**src/rtl/spi_ctrl_pkg.sv**
```systemverilog
// spi_ctrl_pkg
//  Shared types and helpers for the SPI master transaction controller.
//  spi_ctrl_state_t : FSM state encoding used by spi_master_ctrl
//  cnt_width()      : width of a counter that must hold 0..word_w
package spi_ctrl_pkg;

   typedef enum logic [1:0] {
      IDLE    = 2'd0,
      LOAD    = 2'd1,
      SHIFT   = 2'd2,
      CAPTURE = 2'd3
   } spi_ctrl_state_t;

   function automatic int cnt_width(input int word_w);
      return $clog2(word_w + 1);
   endfunction

endpackage

```
**src/rtl/spi_ctrl_fifo.sv**
```systemverilog
// spi_ctrl_fifo
//  Synchronous FIFO holding queued {ss, data} words for the SPI controller.
//  Ports:
//   clk, rst        clock, asynchronous active-high reset
//   wr_data, wr_en  write port; a write while full is accepted only if a read
//                   happens in the same cycle
//   rd_en           pop the head entry (ignored when empty)
//   rd_data         head entry (valid while !empty)
//   full, empty     occupancy flags
module spi_ctrl_fifo
   import spi_ctrl_pkg::*;
#(
   parameter int WIDTH = 10,
   parameter int DEPTH = 4
) (
   input  logic             clk,
   input  logic             rst,
   input  logic [WIDTH-1:0] wr_data,
   input  logic             wr_en,
   input  logic             rd_en,
   output logic [WIDTH-1:0] rd_data,
   output logic             full,
   output logic             empty
);

   localparam int AW = $clog2(DEPTH);
   localparam logic [AW:0] FULL_CNT = (AW+1)'(DEPTH);

   logic [WIDTH-1:0] mem [DEPTH];
   logic [AW-1:0]    wr_ptr;
   logic [AW-1:0]    rd_ptr;
   logic [AW:0]      count;
   logic             do_wr;
   logic             do_rd;

   assign empty   = (count == '0);
   assign full    = (count == FULL_CNT);
   assign do_rd   = rd_en && !empty;
   assign do_wr   = wr_en && (!full || do_rd);
   assign rd_data = mem[rd_ptr];

   always_ff @(posedge clk) begin
      if (do_wr) mem[wr_ptr] <= wr_data;
   end

   always_ff @(posedge clk or posedge rst) begin
      if (rst) begin
         wr_ptr <= '0;
         rd_ptr <= '0;
         count  <= '0;
      end else begin
         if (do_wr) wr_ptr <= wr_ptr + AW'(1);
         if (do_rd) rd_ptr <= rd_ptr + AW'(1);
         if (do_wr && !do_rd)      count <= count + (AW+1)'(1);
         else if (!do_wr && do_rd) count <= count - (AW+1)'(1);
      end
   end

endmodule

```
**src/rtl/spi_master_ctrl.sv**
```systemverilog
// spi_master_ctrl
//  Transaction controller sitting upstream of a master-mode SPI core. Queues
//  outgoing words, drives the core's WE/SSE/SE/SSV/D_IN per word, counts the
//  shift cycles and hands the received word downstream on a valid/ready port.
//  Optional macro SPI_CTRL_IRQ_EN adds an end-of-burst irq pulse output.
//  Ports:
//   clk, rst                       clock (also the core's SCLK), async active-high reset
//   tx_data, tx_ss, tx_valid,
//   tx_ready                       word input; tx_ready = room in FIFO after this cycle's pop
//   cfg_se                         sync edge select, sampled when a word is loaded
//   rx_data, rx_valid, rx_ready    received word output
//   busy                           FIFO non-empty or FSM active
//   spi_we, spi_sse, spi_se,
//   spi_ssv, spi_d_in              registered controls to the SPI core
//   spi_d_out                      received word from the SPI core
//   irq                            end-of-burst pulse (only with SPI_CTRL_IRQ_EN)
//
//  state   | meaning
//  IDLE    | nothing queued, core idle
//  LOAD    | one cycle: core WE pulsed with the FIFO head, counter preset
//  SHIFT   | SSE high for exactly WORD_W cycles
//  CAPTURE | SSE low; latch D_OUT into rx holding reg, stall while it is full
module spi_master_ctrl
   import spi_ctrl_pkg::*;
#(
   parameter int WORD_W     = 8,
   parameter int SS_W       = 2,
   parameter int FIFO_DEPTH = 4
) (
   input  logic              clk,
   input  logic              rst,
   input  logic [WORD_W-1:0] tx_data,
   input  logic [SS_W-1:0]   tx_ss,
   input  logic              tx_valid,
   output logic              tx_ready,
   input  logic              cfg_se,
   output logic [WORD_W-1:0] rx_data,
   output logic              rx_valid,
   input  logic              rx_ready,
   output logic              busy,
   output logic              spi_we,
   output logic              spi_sse,
   output logic              spi_se,
   output logic [SS_W-1:0]   spi_ssv,
   output logic [WORD_W-1:0] spi_d_in,
`ifdef SPI_CTRL_IRQ_EN
   output logic              irq,
`endif
   input  logic [WORD_W-1:0] spi_d_out
);

   localparam int CW = cnt_width(WORD_W);

   spi_ctrl_state_t         state;
   logic [CW-1:0]           bit_cnt;
   logic [SS_W+WORD_W-1:0]  fifo_head;
   logic [WORD_W-1:0]       head_data;
   logic [SS_W-1:0]         head_ss;
   logic                    fifo_full;
   logic                    fifo_empty;
   logic                    capture_ok;
   logic                    pop;
   logic                    push;

   assign head_data  = fifo_head[WORD_W-1:0];
   assign head_ss    = fifo_head[SS_W+WORD_W-1:WORD_W];
   assign capture_ok = !rx_valid || rx_ready;

   // Pop coincides with the transition into LOAD.
   always_comb begin
      pop = 1'b0;
      unique case (state)
         IDLE:    pop = !fifo_empty;
         CAPTURE: pop = capture_ok && !fifo_empty;
         default: pop = 1'b0;
      endcase
   end

   // A full FIFO still takes a word in the cycle it pops.
   assign tx_ready = !fifo_full || pop;
   assign push     = tx_valid && tx_ready;
   assign busy     = !fifo_empty || (state != IDLE);

   spi_ctrl_fifo #(
      .WIDTH (SS_W + WORD_W),
      .DEPTH (FIFO_DEPTH)
   ) u_fifo (
      .clk     (clk),
      .rst     (rst),
      .wr_data ({tx_ss, tx_data}),
      .wr_en   (push),
      .rd_en   (pop),
      .rd_data (fifo_head),
      .full    (fifo_full),
      .empty   (fifo_empty)
   );

   always_ff @(posedge clk or posedge rst) begin
      if (rst) begin
         state    <= IDLE;
         bit_cnt  <= '0;
         rx_data  <= '0;
         rx_valid <= 1'b0;
         spi_we   <= 1'b0;
         spi_sse  <= 1'b0;
         spi_se   <= 1'b0;
         spi_ssv  <= '0;
         spi_d_in <= '0;
`ifdef SPI_CTRL_IRQ_EN
         irq      <= 1'b0;
`endif
      end else begin
         spi_we <= 1'b0;
`ifdef SPI_CTRL_IRQ_EN
         irq    <= 1'b0;
`endif
         // A capture below overrides this drop.
         if (rx_valid && rx_ready) rx_valid <= 1'b0;

         unique case (state)
            IDLE: ;
            LOAD: begin
               state   <= SHIFT;
               spi_sse <= 1'b1;
            end
            SHIFT: begin
               bit_cnt <= bit_cnt - CW'(1);
               if (bit_cnt == CW'(1)) begin
                  state   <= CAPTURE;
                  spi_sse <= 1'b0;
               end
            end
            CAPTURE: begin
               if (capture_ok) begin
                  rx_data  <= spi_d_out;
                  rx_valid <= 1'b1;
                  if (fifo_empty) begin
                     state <= IDLE;
`ifdef SPI_CTRL_IRQ_EN
                     irq   <= 1'b1;
`endif
                  end
               end
            end
         endcase

         // Core-side word settings only change here, so SSV/SE/D_IN stay
         // frozen for the whole shift and capture of a word.
         if (pop) begin
            state    <= LOAD;
            spi_we   <= 1'b1;
            spi_d_in <= head_data;
            spi_ssv  <= head_ss;
            spi_se   <= cfg_se;
            bit_cnt  <= CW'(WORD_W);
         end
      end
   end

endmodule

```
**config.mk**
```make
export PLATFORM = sky130hd
export DESIGN_NAME = spi_master_ctrl
export DESIGN_NICKNAME = d
export VERILOG_FILES = /design/src/rtl/spi_ctrl_pkg.sv /design/src/rtl/spi_ctrl_fifo.sv /design/src/rtl/spi_master_ctrl.sv
export SDC_FILE = /design/constraint.sdc
export NUM_CORES = 1
export LEC_CHECK = 0
export CORE_AREA = 2 2 115 117
export CTS_BUF_LIST = sky130_fd_sc_hd__clkbuf_16
export DETAILED_ROUTE_END_ITERATION = 8
export DIE_AREA = 0 0 117 119
export DONT_BUFFER_PORTS = 1
export PLACE_DENSITY = 0.36
export SLEW_MARGIN = 10
export SYNTH_ARGS = -nofsm -noshare
export SYNTH_HDL_FRONTEND = slang
export SYNTH_SLANG_ARGS = --single-unit
```
**constraint.sdc**
```tcl
create_clock -name clk -period 2.9 [get_ports clk]
set_clock_uncertainty 0.05 [all_clocks]
set_input_delay 0.58 -clock clk [delete_from_list [all_inputs] [get_ports clk]]
set_output_delay 0.58 -clock clk [all_outputs]
set_load 0.01 [all_outputs]
```
Yosys cells after proc, flatten, opt, wreduce, memory -nomap -nowiden
Memory sizes are Yosys's and may differ from the RTL's. A register that Yosys moved wholly into a read port is not among the register bits. Cells that the tools add are included.

Eq/ne operators: 9. Reduce and logical (&&, ||, !) cells: 26. $add $sub $neg: 5. Mux-type cells: 18.

Operator list (number): $mux 2 (4); $mux 4 (2); $reduce_bool 2->1 (4); $logic_and 1x1->1 (7); $mux 1 (7); $mux 3 (2); $ne 3x3->1 const B (2); $pmux 2 s3 (1); $logic_not 1->1 (5); $add 2x1->2 const B (2); $eq 2x2->1 const B (2); $eq 4x1->1 const B (1); $logic_or 1x1->1 (4); $pmux 1 s2 (2); $reduce_and 2->1 (2); $reduce_and 4->1 (1); $reduce_bool 4->1 (1); $sub 4x1->4 const B (1); $add 3x1->3 const B (1); $eq 3x3->1 const B (1); $logic_not 3->1 (1); $ne 3x2->1 const B (1); $sub 3x1->3 const B (1); $eq 2x1->1 const B (1); 2 further kinds (2).

Memories: 1. Memory bits (writable): 40. Output and inout port bits: 24. Logic and storage cells: 69. Flip-flop bits (word level): 25.

Memories: u_fifo.mem (depth 4, width 10, read ports 1, clocked after memory_dff 1, write ports 1, line spi_ctrl_fifo.sv:29) `logic [WIDTH-1:0] mem [DEPTH];`.

Longest topological paths before layout
Gate-level depths: netlist (run 1).

Depth after elaboration: 11. Depth in mapped cells: 10. Mapped depth without buffers: 10.

By module
From an unflattened synthesis (run 1), not the netlist that was laid out.

Cells, all modules: 180. Area total of the unflattened synthesis: 3138.0 µm².

By module, submodules not included: spi_ctrl_fifo (sequential area each 1376.3 µm², area each 1903.1 µm², cells an instance 88, times used 1); spi_master_ctrl (sequential area each 700.7 µm², area each 1234.9 µm², cells an instance 92, times used 1).

Worst setup path after synthesis (run 1)
OpenSTA, ideal clock, no wires.

Path kind: in2reg. Start: input port rx_ready. End: register u_fifo.count[1]. Setup time: 125 ps. Path buffers: 0. Path slack: 570 ps. Stages on the path: 7. Data arrival time: 2155 ps. Path through: nand2b_1 -> a21o_1 -> a22o_4 -> ha_1 -> inv_1 -> fa_1 -> mux2_2.

Word-level cells in the longest chain between the ends: 9. Elaborated cells between the ends (all ways): 14. Classes of those cells: mux: 2; reduce/logical: 12.

Ends and longest elaborated chain: from (decl) (line spi_master_ctrl.sv:39) `input logic rx_ready,`; $logic_or 1x1->1 (*) (line spi_master_ctrl.sv:67) `assign capture_ok = !rx_valid || rx_ready;`; $logic_and 1x1->1 (*) (line spi_master_ctrl.sv:74) `CAPTURE: pop = capture_ok && !fifo_empty;`; $pmux 1 s2 (*) (line spi_master_ctrl.sv:72) `unique case (state)`; $logic_or 1x1->1 or $logic_and 1x1->1 (tied branches) (line spi_master_ctrl.sv:80, spi_ctrl_fifo.sv:38); $logic_and 1x1->1 or $logic_or 1x1->1 (tied branches) (line spi_master_ctrl.sv:81, spi_ctrl_fifo.sv:39); $logic_and 1x1->1 (*) (line spi_ctrl_fifo.sv:39) `assign do_wr = wr_en && (!full || do_rd);`; via u_fifo.do_wr (line spi_ctrl_fifo.sv:33) `logic do_wr;`; $logic_not 1->1 (line spi_ctrl_fifo.sv:55) `else if (!do_wr && do_rd) count <= count - (AW+1)'(1);`; $logic_and 1x1->1 (line spi_ctrl_fifo.sv:55); $reduce_bool 2->1 (no source line); to (signal assigned) (line spi_ctrl_fifo.sv:54) `if (do_wr && !do_rd) count <= count + (AW+1)'(1);`; to (signal assigned) (line spi_ctrl_fifo.sv:55); to (decl) (line spi_ctrl_fifo.sv:32) `logic [AW:0] count;`.

The timed path passes the listed nets; every way through them passes the cells marked *. A chain may end at the register's enable or synchronous reset.

Worst setup path in the final report (run 1)
Start: register state[0]. End: register u_fifo.count[1].

Word-level cells in the longest chain between the ends: 8. Elaborated cells between the ends (all ways): 14. Classes of those cells: eq/ne: 1; mux: 2; reduce/logical: 11.

Ends and longest elaborated chain: from (decl) (line spi_master_ctrl.sv:54) `spi_ctrl_state_t state;`; from (signal assigned) (line spi_master_ctrl.sv:100) `state <= IDLE;`; from (signal assigned) (line spi_master_ctrl.sv:123) `state <= SHIFT;`; from (signal assigned) (line spi_master_ctrl.sv:129) `state <= CAPTURE;`; $eq 2x2->1 or $logic_not 2->1 (tied branches) (line spi_master_ctrl.sv:72); $pmux 1 s2 (*) (line spi_master_ctrl.sv:72); $logic_or 1x1->1 or $logic_and 1x1->1 (tied branches) (line spi_master_ctrl.sv:80, spi_ctrl_fifo.sv:38); $logic_and 1x1->1 or $logic_or 1x1->1 (tied branches) (line spi_master_ctrl.sv:81, spi_ctrl_fifo.sv:39); $logic_and 1x1->1 (*) (line spi_ctrl_fifo.sv:39); via u_fifo.do_wr (line spi_ctrl_fifo.sv:33); $logic_not 1->1 (line spi_ctrl_fifo.sv:55); $logic_and 1x1->1 (line spi_ctrl_fifo.sv:55); $reduce_bool 2->1 (no source line).

Marks and branches as above.

==> results of run 1 <==
how the worst max path moves through the flow:
stage	startpoint	cells after the start	end
2_1_floorplan	rx_ready	7	u_fifo.count[1]$_DFFE_PP0P_
3_3_place_gp	rx_ready	7	u_fifo.count[1]$_DFFE_PP0P_
3_5_place_dp	rx_ready	7	u_fifo.count[1]$_DFFE_PP0P_
4_1_cts	state[0]$_DFFE_PP0P_	8	u_fifo.count[1]$_DFFE_PP0P_
5_1_grt	state[0]$_DFFE_PP0P_	10	u_fifo.count[2]$_DFFE_PP0P_
6_report	state[0]$_DFFE_PP0P_	8	u_fifo.count[1]$_DFFE_PP0P_
area by class of cell:
type / count / share of cell area
inverters: 10 / 0.0110
multi-input cells: 93 / 0.270
well taps: 176 / 0.0603
clock inverters: 7 / 0.0233
repair buffers: 2 / 0.00411
flip-flops and latches: 75 / 0.569
clock buffers: 9 / 0.0617
registers in the layout (all words and copies together) (netlist names):
signal         flops
spi_we             1
spi_sse            1
spi_ssv            2
spi_se             1
spi_d_in           8
u_fifo.rd_ptr      2
u_fifo.count       3
bit_cnt            4
u_fifo.wr_ptr      2
state              2
u_fifo.mem        40
rx_data            8
rx_valid           1
routing by layer:
metal | GRT usage | vias up
met5 | 0 | -
met3 | 0.0417 | 11
met1 | 0.104 | 775
met4 | 0.0529 | 0
met2 | 0.158 | 32
li1 | - | 675
cells in the mapped netlist (all sizes together):
master | count | share of area
and2 | 4 | 0.0080
fa | 1 | 0.0064
a22o | 1 | 0.0056
inv | 10 | 0.013
nor2b | 1 | 0.0020
nor3 | 1 | 0.0032
a21o | 2 | 0.0048
nor2 | 8 | 0.0096
o21bai | 1 | 0.0024
buf | 2 | 0.0060
a21oi | 5 | 0.013
nand2 | 8 | 0.012
nor4b | 1 | 0.0028
clkbuf | 2 | 0.0024
ha | 12 | 0.048
nand3 | 3 | 0.0048
xor2 | 3 | 0.0084
or3b | 2 | 0.0064
dfrtp | 35 | 0.28
edfxtp | 40 | 0.38
xnor2 | 6 | 0.017
nand2b | 1 | 0.0020
nor3b | 1 | 0.0024
mux2 | 22 | 0.085
mux4 | 10 | 0.072
where the power goes:
part,total (mW),internal [mW],switching (mW)
clock,1.16,0.744,0.418
combinational,1.45,0.750,0.698
sequential,1.93,1.55,0.381
total,4.54,3.05,1.50
worst max-delay path: stages (launching register included):
cell and delay, ns:
dfrtp_1 0.40, inv_1 0.11, ha_1 0.24, a21o_1 0.22, a22o_4 0.27, ha_1 0.21
inv_1 0.07, fa_1 0.41, mux2_2 0.27
per-stage QoR:
stage / setup slack, ns / instance area (µm²) / hold slack [ns] / utilization
final: 0.539 / 3650 / 0.214 / 0.283
after global routing: 0.407 / 3650 / 0.261 / 0.283
after CTS: 0.514 / 3650 / 0.226 / 0.283
after detailed placement: 0.447 / 3340 / 0.449 / 0.259
after global placement: 0.498 / 3340 / 0.450 / 0.259
after floorplan: 0.570 / 3130 / 0.431 / -
cells by family (layout without fill, tap and decap cells):
logic type | Yosys count | count (layout)
AOI/OAI and AO/OA | 9 | 9
xor gates and xnor gates | 9 | 9
adders and majority gates | 13 | 13
buffers and inverters | 14 | 28
DFF | 75 | 75
muxes | 32 | 32
and+or+nand+nor | 30 | 30
==> impl_results.md, run 1 <==
- Endpoints failing setup: 0
- Post-CTS sizing: 0
- Min-Delay Path Class: input pin to asynchronous set/reset pin
- Fraction of the mapped netlist area in adder cells: 0.0544
- Commonest non-fill, non-tap cell in the layout: edfxtp_1
- Worst-Skew Late Latency: 0.33 ns
- Final period util: 0.814
- Metal1 wirelength: 2490 µm
- # DRC: 0
- Commonest non-fill, non-tap cells in the layout: edfxtp_1, dfrtp_1, mux2_2
- Core Area: 0.0129 mm²
- Clk buf depth: 2
- Crit Path Max Fanout: 7
- Post-synthesis mux area share: 0.157
- Nets@finish: 227
- Postcts setup bufs: 0
- CTS Buf Count: 9
- Maximum vdd ir drop: 0.000441 V
- Congestion Overflow GR: 0
- Simple-gate share of the synthesized area: 0.0532
- Die Height: 119 µm
- Critical R2R Launch: state[0]$_DFFE_PP0P_
- CTS tree: yes
- Via Count: 1493
- Post-Syn Area per Cell: 17.2 µm²
- CP required: 3.06 ns
- Run status: finished clean
- Drt total wl: 6090 µm
- Synth Area in Compound Gates: 0.0256
- Non-Filler Instances: 372
- GPL Wtd Cong: 0.687
- Gr usage total: 0.0967
- Slew Limit Headroom: 0.496
- Yosys reg bits: 75
- Die W: 117 µm
- Initial DRT Pass Iterations: 4
- Synthesis-to-layout area growth: 16.6%
- Setup TNS: 0 ns
- Min Tclk post-route: 2.36 ns
- PD cells: 1240 mW/mm²
- Fmax: 423 MHz
- Routed Antenna Nets: 0
- Max_cap viols: 0
- Post-Synthesis Cells: 182
- N_diodes: 0
- Met2 WL: 3050 µm
- Clock transition at path regs: 0.06 ns
- # IOs: 47
- Clock root cell: clkbuf_16
- Htree depth: 3
- DR WL met3: 415 µm
- Reg2Reg Capture Point: u_fifo.count[1]$_DFFE_PP0P_
- Full die area: 0.0139 mm²
- # fillers: 1289
- Register area share after synthesis: 0.663
- Synth unique cells: 32
- Initial core utilization: 0.243
- Overall power: 4.54 mW
- Worst Tran Pin Value: 0.756 ns
- DRT iter0 DRCs: 83
- Via/cell ratio: 4.01
- Seq. cell area: 0.00208 mm²
- Synth Warn #: 0
- Port bufs: 0
- Synthesized area: 0.00313 mm²
- First-pass GRT wire length: 9350 µm
- Largest net degree at the start of global routing: 36
- Reg2reg path depth: 8
- Placed instance count: 356
- DR WL/cell: 16.4 µm
- Worst EP arrival: 2.53 ns
- Net Count, Synth: 218
- RSZ-0062 raised after global routing: no
- Clk sinks: 75
- Largest family of logic cells by synthesized area: multiplexers
- Multi-input logic area: 987 µm²
- Layout cells sized above 1: 0.276
- XOR/XNOR share of the synthesized area: 0.0252
- Worst setup path class: register to register
- Highest Signal Layer: met4
- Setup crit end kind: register
- Leakage: 1.39 nW
- Final slew viol count: 0
- Initial antenna violation count: 0
- FF-to-FF setup slack: 0.54 ns
- Startpoint Class: register
- Post-DP HPWL: 3900 µm
- # rows: 42
- Final hold violation count: 0
- Vias in the first global route: 1665
- CTS Hold Bufs: 0
Note: power is estimated with default switching activity, not from simulation.
==> inputs of run 2 (changes only) <==
- PLACE_DENSITY: 0.36 -> 0.37
- clock period: 2.9 -> 2 ns (I/O delays scaled with it)
==> run 2 against run 1 <==
Effect of this change: the flow now finishes with violations (setup timing); count of clock-buffer cells in the layout stayed put; wire length is 2.1% lower; setup slack worse by 0.65 ns; global-route usage hardly changed; critical path depth is 1 lower; critical endpoint unchanged; final area is 4.6% higher; sequential power is 36% higher; core utilization is 1.3 points higher; clock power is 28% higher; die area stayed put; sequential share of layout area is 2.5 points lower; highest routed layer unchanged.
==> impl_results.md, run 2 (synthesized netlist as in run 1, its figures left out) <==
- Clock transition at path regs: 0.06 ns (about the same)
- Post-DP HPWL: 3790 µm (was 3900 µm)
- Crit Path Max Fanout: 5 (was 7)
- RSZ-0062 raised after global routing: yes (was no)
- Congestion Overflow GR: 0 (unchanged)
- Clock root cell: clkbuf_16 (unchanged)
- Nets@finish: 249 (was 227)
- Clk buf depth: 2 (unchanged)
- Final slew viol count: 0 (unchanged)
- First-pass GRT wire length: 9450 µm (was 9350 µm)
- Routed Antenna Nets: 0 (unchanged)
- Die W: 117 µm (unchanged)
- Slew Limit Headroom: 0.656 (was 0.496)
- Port bufs: 0 (unchanged)
- Fmax: 474 MHz (was 423 MHz)
- Initial antenna violation count: 0 (unchanged)
- Die Height: 119 µm (unchanged)
- Drt total wl: 5970 µm (was 6090 µm)
- Core Area: 0.0129 mm² (unchanged)
- CP Cell Sequence: ha_2 > a21o_1 > a22o_4 > ha_4 > inv_2 > fa_2 > mux2_2 (was inv_1 > ha_1 > a21o_1 > a22o_4 > ha_1 > inv_1 > fa_1 > mux2_2)
- Worst Setup EP: u_fifo.count[1]$_DFFE_PP0P_ (unchanged)
- Placed Area: 0.00351 mm² (was 0.00334 mm²)
- Layout cells sized above 1: 0.422 (was 0.276)
- Via/cell ratio: 3.94 (was 4.01)
- Maximum vdd ir drop: 0.000578 V (was 0.000441 V)
- Min-Delay Path Class: input pin to asynchronous set/reset pin (unchanged)
- Reg2reg path depth: 7 (was 8)
- Startpoint Class: register (unchanged)
- Final setup margin: -0.111 ns (was 0.539 ns)
- # DRC: 0 (unchanged)
- Setup TNS: -0.130 ns (was 0 ns)
- Slowest cell on crit path: fa_2 (was fa_1)
- Largest regs: u_fifo.mem: 40 flops, rx_data: 8 flops, spi_d_in: 8 flops (unchanged)
- Critical R2R Launch: state[0]$_DFFE_PP0P_ (unchanged)
- Gr usage total: 0.0967 (about the same)
- CTS tree: yes (unchanged)
- Max reg flops: 40 (unchanged)
- Non-Filler Instances: 394 (was 372)
- GPL Wtd Cong: 0.680 (was 0.687)
- Worst setup path class: register to register (unchanged)
- Reg2Reg Capture Point: u_fifo.count[1]$_DFFE_PP0P_ (unchanged)
- Run status: finished with violations (was finished clean)
- # IOs: 47 (unchanged)
- Endpoints failing setup: 2 (was 0)
- Initial core utilization: 0.243 (unchanged)
- Setup crit end kind: register (unchanged)
- Vias in the first global route: 1730 (was 1665)
- PD cells: 1790 mW/mm² (was 1240 mW/mm²)
- Worst-Skew Late Latency: 0.34 ns (was 0.33 ns)
- Crit path largest cell delay: 0.41 ns (about the same)
- Setup crit start: state[0]$_DFFE_PP0P_ (unchanged)
- N_diodes: 0 (unchanged)
- Commonest non-fill, non-tap cells in the layout: edfxtp_1, dfrtp_1, buf_4 (was edfxtp_1, dfrtp_1, mux2_2)
- Min Tclk post-route: 2.11 ns (was 2.36 ns)
- Placed instance count: 374 (was 356)
- Commonest non-fill, non-tap cell in the layout: edfxtp_1 (unchanged)
- Worst Tran Pin Value: 0.516 ns (was 0.756 ns)
- Final hold violation count: 0 (unchanged)
- CTS Buf Count: 9 (unchanged)
- Synthesis-to-layout area growth: 22.0% (was 16.6%)
- Biggest register: u_fifo.mem (unchanged)
- Clk sinks: 75 (unchanged)
- FF-to-FF setup slack: -0.11 ns (was 0.54 ns)
- Full die area: 0.0139 mm² (unchanged)
- Largest net degree at the start of global routing: 36 (unchanged)
- # fillers: 1284 (was 1289)
- Via Count: 1553 (was 1493)
- Max_cap viols: 0 (unchanged)
- Worst EP arrival: 2.28 ns (was 2.53 ns)
- Place WS: -0.0908 ns (was 0.447 ns)
- Htree depth: 3 (unchanged)
- # rows: 42 (unchanged)
- Leakage: 1.47 nW (was 1.39 nW)
- Initial DRT Pass Iterations: 4 (unchanged)
- CP required: 2.17 ns (was 3.06 ns)
- Overall power: 6.82 mW (was 4.54 mW)
- Final period util: 1.06 (was 0.814)
- Design Area, Final: 0.00382 mm² (was 0.00365 mm²)
- Failing checks: setup timing
- DR WL/cell: 15.1 µm (was 16.4 µm)
- DRT iter0 DRCs: 45 (was 83)
run 2: changes by cell type in the layout (fill, tap and decap cells not counted), sizes merged:
cell	previous run	this run
buf	2	24
bufinv	2	0
clkinvlp	0	4
inv	12	10
run 2: layout make-up:
| class | instances | area [µm²] | share of cell area |
|---|---|---|---|
| sequential | 75 | 2080 | 0.544 |
| multi-input combinational | 93 | 1030 | 0.269 |
| clock buffer | 9 | 225 | 0.0590 |
| tap | 176 | 220 | 0.0577 |
| timing repair buffer | 24 | 184 | 0.0482 |
| clock inverter | 7 | 45.0 | 0.0118 |
| inverter | 10 | 40.0 | 0.0105 |
run 2: worst min path at each step:
stage                                              to  slack (ns)  depth (start not counted)
after floorplan           u_fifo.count[2]$_DFFE_PP0P_        0.43                          1
final                          rx_data[1]$_DFFE_PP0P_        0.02                          2
after global placement         rx_data[1]$_DFFE_PP0P_        0.41                          2
after global routing           rx_data[1]$_DFFE_PP0P_        0.07                          2
after CTS                 u_fifo.count[2]$_DFFE_PP0P_        0.04                          2
after detailed placement       rx_data[1]$_DFFE_PP0P_        0.41                          2
run 2: critical path: cells and delay by family (launching register included):
kind	cells	cell delay, ns
fa+ha+maj	3	0.77
mux	1	0.26
compound gates	2	0.46
buf+inv	1	0.05
flops	1	0.40
run 2: repair_timing:
item / CTS / global route
setup endpoints to repair: 12 / 42
gates resized for setup: 0 / 6
setup buffers: 2 / 2
pin swaps: 3 / 4
hold buffers: 0 / 0
run 2: per-layer routing:
| layer | vias up | track usage | part of all wire |
|---|---|---|---|
| li1 | 725 | - | - |
| met1 | 769 | 0.115 | 0.44 |
| met2 | 47 | 0.147 | 0.47 |
| met3 | 12 | 0.0382 | 0.068 |
| met4 | 0 | 0.0551 | 0.027 |
| met5 | - | 0 | 0 |
run 2: metrics by stage:
step / util / hold slack, ns
global route: 0.297 / 0.0682
detailed placement: 0.272 / 0.415
finish: 0.297 / 0.0189
global placement: 0.272 / 0.410
CTS: 0.295 / 0.0435
floorplan: - / 0.431
run 2: power breakdown:
| part | switching (mW) | internal [mW] |
|---|---|---|
| combinational | 1.25 | 1.45 |
| clock | 0.657 | 0.832 |
| sequential | 0.378 | 2.25 |
| total | 2.29 | 4.54 |
==> inputs of run 3 (changes only) <==
- CAP_MARGIN: not set -> 5
- CORE_AREA: 2 2 115 117 -> 2 2 82 84
- DIE_AREA: 0 0 117 119 -> 0 0 84 86
- PLACE_DENSITY: 0.37 -> 0.65
==> run 3 against run 2 <==
Effect of this change: the flow finishes with violations (hold timing, setup timing); total power is 4.8% higher; wire length is 8.7% lower; final cell count shrank 26%; setup slack worse by 0.058 ns; critical path depth is the same; flip-flop and latch count unchanged; first-iteration DRC count increased by 53%; via count grew 0.32%; critical path type unchanged; critical endpoint unchanged; largest power group is now sequential cells.
==> impl_results.md, run 3 (synthesized netlist as in run 1, its figures left out) <==
- Run status: finished with violations (unchanged)
- Failing checks: hold timing, setup timing (was setup timing)
- Clock root cell: clkbuf_16 (unchanged)
- Setup crit start: state[1]$_DFFE_PP0P_ (was state[0]$_DFFE_PP0P_)
- Combinational Power Share: 0.379 (was 0.396)
- Max reg flops: 40 (unchanged)
- Worst EP arrival: 2.33 ns (was 2.28 ns)
- Met2 WL: 3010 µm (was 2790 µm)
- Min Tclk post-route: 2.17 ns (was 2.11 ns)
- Int Power: 4.85 mW (was 4.54 mW)
- Routed Antenna Nets: 0 (unchanged)
- Drt total wl: 5450 µm (was 5970 µm)
- FF-to-FF setup slack: -0.17 ns (was -0.11 ns)
- First-pass GRT wire length: 9010 µm (was 9450 µm)
- CTS Buf Count: 9 (unchanged)
- Final hold slack: -0.00113 ns (was 0.0189 ns)
- Final hold violation count: 2 (was 0)
- CTS Hold Bufs: 0 (unchanged)
- DR WL met3: 253 µm (was 404 µm)
- Highest Signal Layer: met4 (unchanged)
- Via/cell ratio: 5.34 (was 3.94)
- DRT iter0 DRCs: 69 (was 45)
- Setup TNS: -0.283 ns (was -0.130 ns)
- Leakage: 1.50 nW (was 1.47 nW)
- Largest net degree at the start of global routing: 23 (was 36)
- Worst-Skew Late Latency: 0.32 ns (was 0.34 ns)
- Reg2reg path depth: 7 (unchanged)
- Worst Tran Pin Value: 0.645 ns (was 0.516 ns)
- Slew Limit Headroom: 0.570 (was 0.656)
- Fmax: 461 MHz (was 474 MHz)
- CP Cell Sequence: ha_2 > a21o_1 > a22o_4 > ha_4 > inv_4 > fa_2 > mux2_4 (was ha_2 > a21o_1 > a22o_4 > ha_4 > inv_2 > fa_2 > mux2_2)
- RSZ-0062 raised after global routing: yes (unchanged)
- Largest regs: u_fifo.mem: 40 flops, rx_data: 8 flops, spi_d_in: 8 flops (unchanged)
- Die W: 84 µm (was 117 µm)
- Via Count: 1558 (was 1553)
- Core Area: 0.00628 mm² (was 0.0129 mm²)
- Nets@finish: 246 (was 249)
- CP Buf/Inv Count: 1 (unchanged)
- Crit path largest cell delay: 0.43 ns (was 0.41 ns)
- Reg2Reg Capture Point: u_fifo.count[1]$_DFFE_PP0P_ (unchanged)
- Synthesis-to-layout area growth: 19.7% (was 22.0%)
- CTS tree: yes (unchanged)
- Final period util: 1.08 (was 1.06)
- DR WL/cell: 18.7 µm (was 15.1 µm)
- Max_cap viols: 0 (unchanged)
- Clk sinks: 75 (unchanged)
- # fillers: 461 (was 1284)
- Sw Pwr: 2.30 mW (was 2.29 mW)
- Die Height: 86 µm (was 119 µm)
- Delay-heaviest family, CP: adder cells (unchanged)
- Metal1 wirelength: 2110 µm (was 2610 µm)
- Post-DP HPWL: 3730 µm (was 3790 µm)
- Clk buf depth: 2 (unchanged)
- Port bufs: 0 (unchanged)
- Clock power share: 0.241 (was 0.218)
- N_diodes: 0 (unchanged)
- Commonest non-fill, non-tap cell in the layout: edfxtp_1 (unchanged)
- Final slew viol count: 0 (unchanged)
- Maximum vdd ir drop: 0.000941 V (was 0.000578 V)
- PD cells: 1910 mW/mm² (was 1790 mW/mm²)
- GPL Wtd Cong: 0.779 (was 0.680)
- Non-Filler Instances: 292 (was 394)
- Endpoints failing setup: 2 (unchanged)
- # rows: 29 (was 42)
- Startpoint Class: register (unchanged)
- # DRC: 0 (unchanged)
- CP required: 2.16 ns (was 2.17 ns)
- Placed instance count: 272 (was 374)
- Layout cells sized above 1: 0.409 (was 0.422)
- Slowest cell on crit path: fa_2 (unchanged)
- Biggest register: u_fifo.mem (unchanged)
- Worst Setup EP: u_fifo.count[1]$_DFFE_PP0P_ (unchanged)
- Congestion Overflow GR: 0 (unchanged)
- Vias in the first global route: 1759 (was 1730)
- Setup crit end kind: register (unchanged)
- Gr usage total: 0.167 (was 0.0967)
- Htree depth: 3 (unchanged)
- # IOs: 47 (unchanged)
- Commonest non-fill, non-tap cells in the layout: edfxtp_1, dfrtp_1, buf_4 (unchanged)
- Worst setup path class: register to register (unchanged)
- Switch share: 0.322 (was 0.335)
- Critical path depth: 7 (unchanged)
- Final setup margin: -0.169 ns (was -0.111 ns)
- Clock transition at path regs: 0.06 ns (about the same)
- Min-Delay Path Class: input pin to asynchronous set/reset pin (unchanged)
- Initial DRT Pass Iterations: 4 (unchanged)
- Critical R2R Launch: state[1]$_DFFE_PP0P_ (was state[0]$_DFFE_PP0P_)
- Crit Path Max Fanout: 3 (was 5)
- Initial core utilization: 0.499 (was 0.243)
- Overall power: 7.15 mW (was 6.82 mW)
- Full die area: 0.00722 mm² (was 0.0139 mm²)
- Seq pwr share: 0.381 (was 0.385)
- Initial antenna violation count: 0 (unchanged)
run 3: repair_timing:
| action | in CTS | in global routing |
|---|---|---|
| setup buffers | 2 | 2 |
| resized for setup | 7 | 2 |
| pin swaps | 7 | 5 |
| gates cloned | 0 | 0 |
| endpoints found under the setup margin | 42 | 2 |
run 3: how the worst min path moves through the flow:
stage                                  endpoint                        start  slack [ns]  depth (start not counted)
floorplan           u_fifo.count[2]$_DFFE_PP0P_  u_fifo.count[2]$_DFFE_PP0P_        0.43                          1
global placement         rx_data[1]$_DFFE_PP0P_                          rst        0.35                          1
detailed placement       rx_data[1]$_DFFE_PP0P_                          rst        0.37                          1
CTS                      rx_data[1]$_DFFE_PP0P_                          rst        0.02                          1
global route             rx_data[1]$_DFFE_PP0P_                          rst        0.04                          1
finish                   rx_data[1]$_DFFE_PP0P_                          rst      -0.001                          1
run 3: per-stage QoR:
stage          hold slack, ns  cell area, µm²   util  setup WS (ns)
5_1_grt                0.0384            3750  0.597         -0.198
2_1_floorplan           0.431            3160      -        -0.0942
3_3_place_gp            0.352            3370  0.537       -0.00698
6_report             -0.00113            3750  0.597         -0.169
3_5_place_dp            0.367            3370  0.537         -0.110
4_1_cts                0.0231            3720  0.593         -0.116
run 3: layout make-up:
type | count | area, µm² | area share
Sequential cell | 75 | 2080 | 0.554
Multi-Input combinational cell | 93 | 1040 | 0.276
Clock buffer | 9 | 225 | 0.0601
Timing Repair Buffer | 21 | 174 | 0.0464
Clock inverter | 7 | 97.6 | 0.0260
Tap cell | 77 | 96.3 | 0.0257
Inverter | 10 | 42.5 | 0.0113
run 3: power groups by stage:
stage	clock [mW]	combinational, mW	sequential (mW)
2_1_floorplan	0	1.94	2.63
3_3_place_gp	0	2.39	2.71
3_5_place_dp	0	2.56	2.76
4_1_cts	1.75	2.67	2.73
5_1_grt	1.83	2.96	2.79
6_report	1.72	2.71	2.72
run 3: layer usage:
layer  GRT usage  vias up
li1            -      718
met2       0.291       34
met5           0        -
met4      0.0704        0
met1       0.193      799
met3      0.0510        7
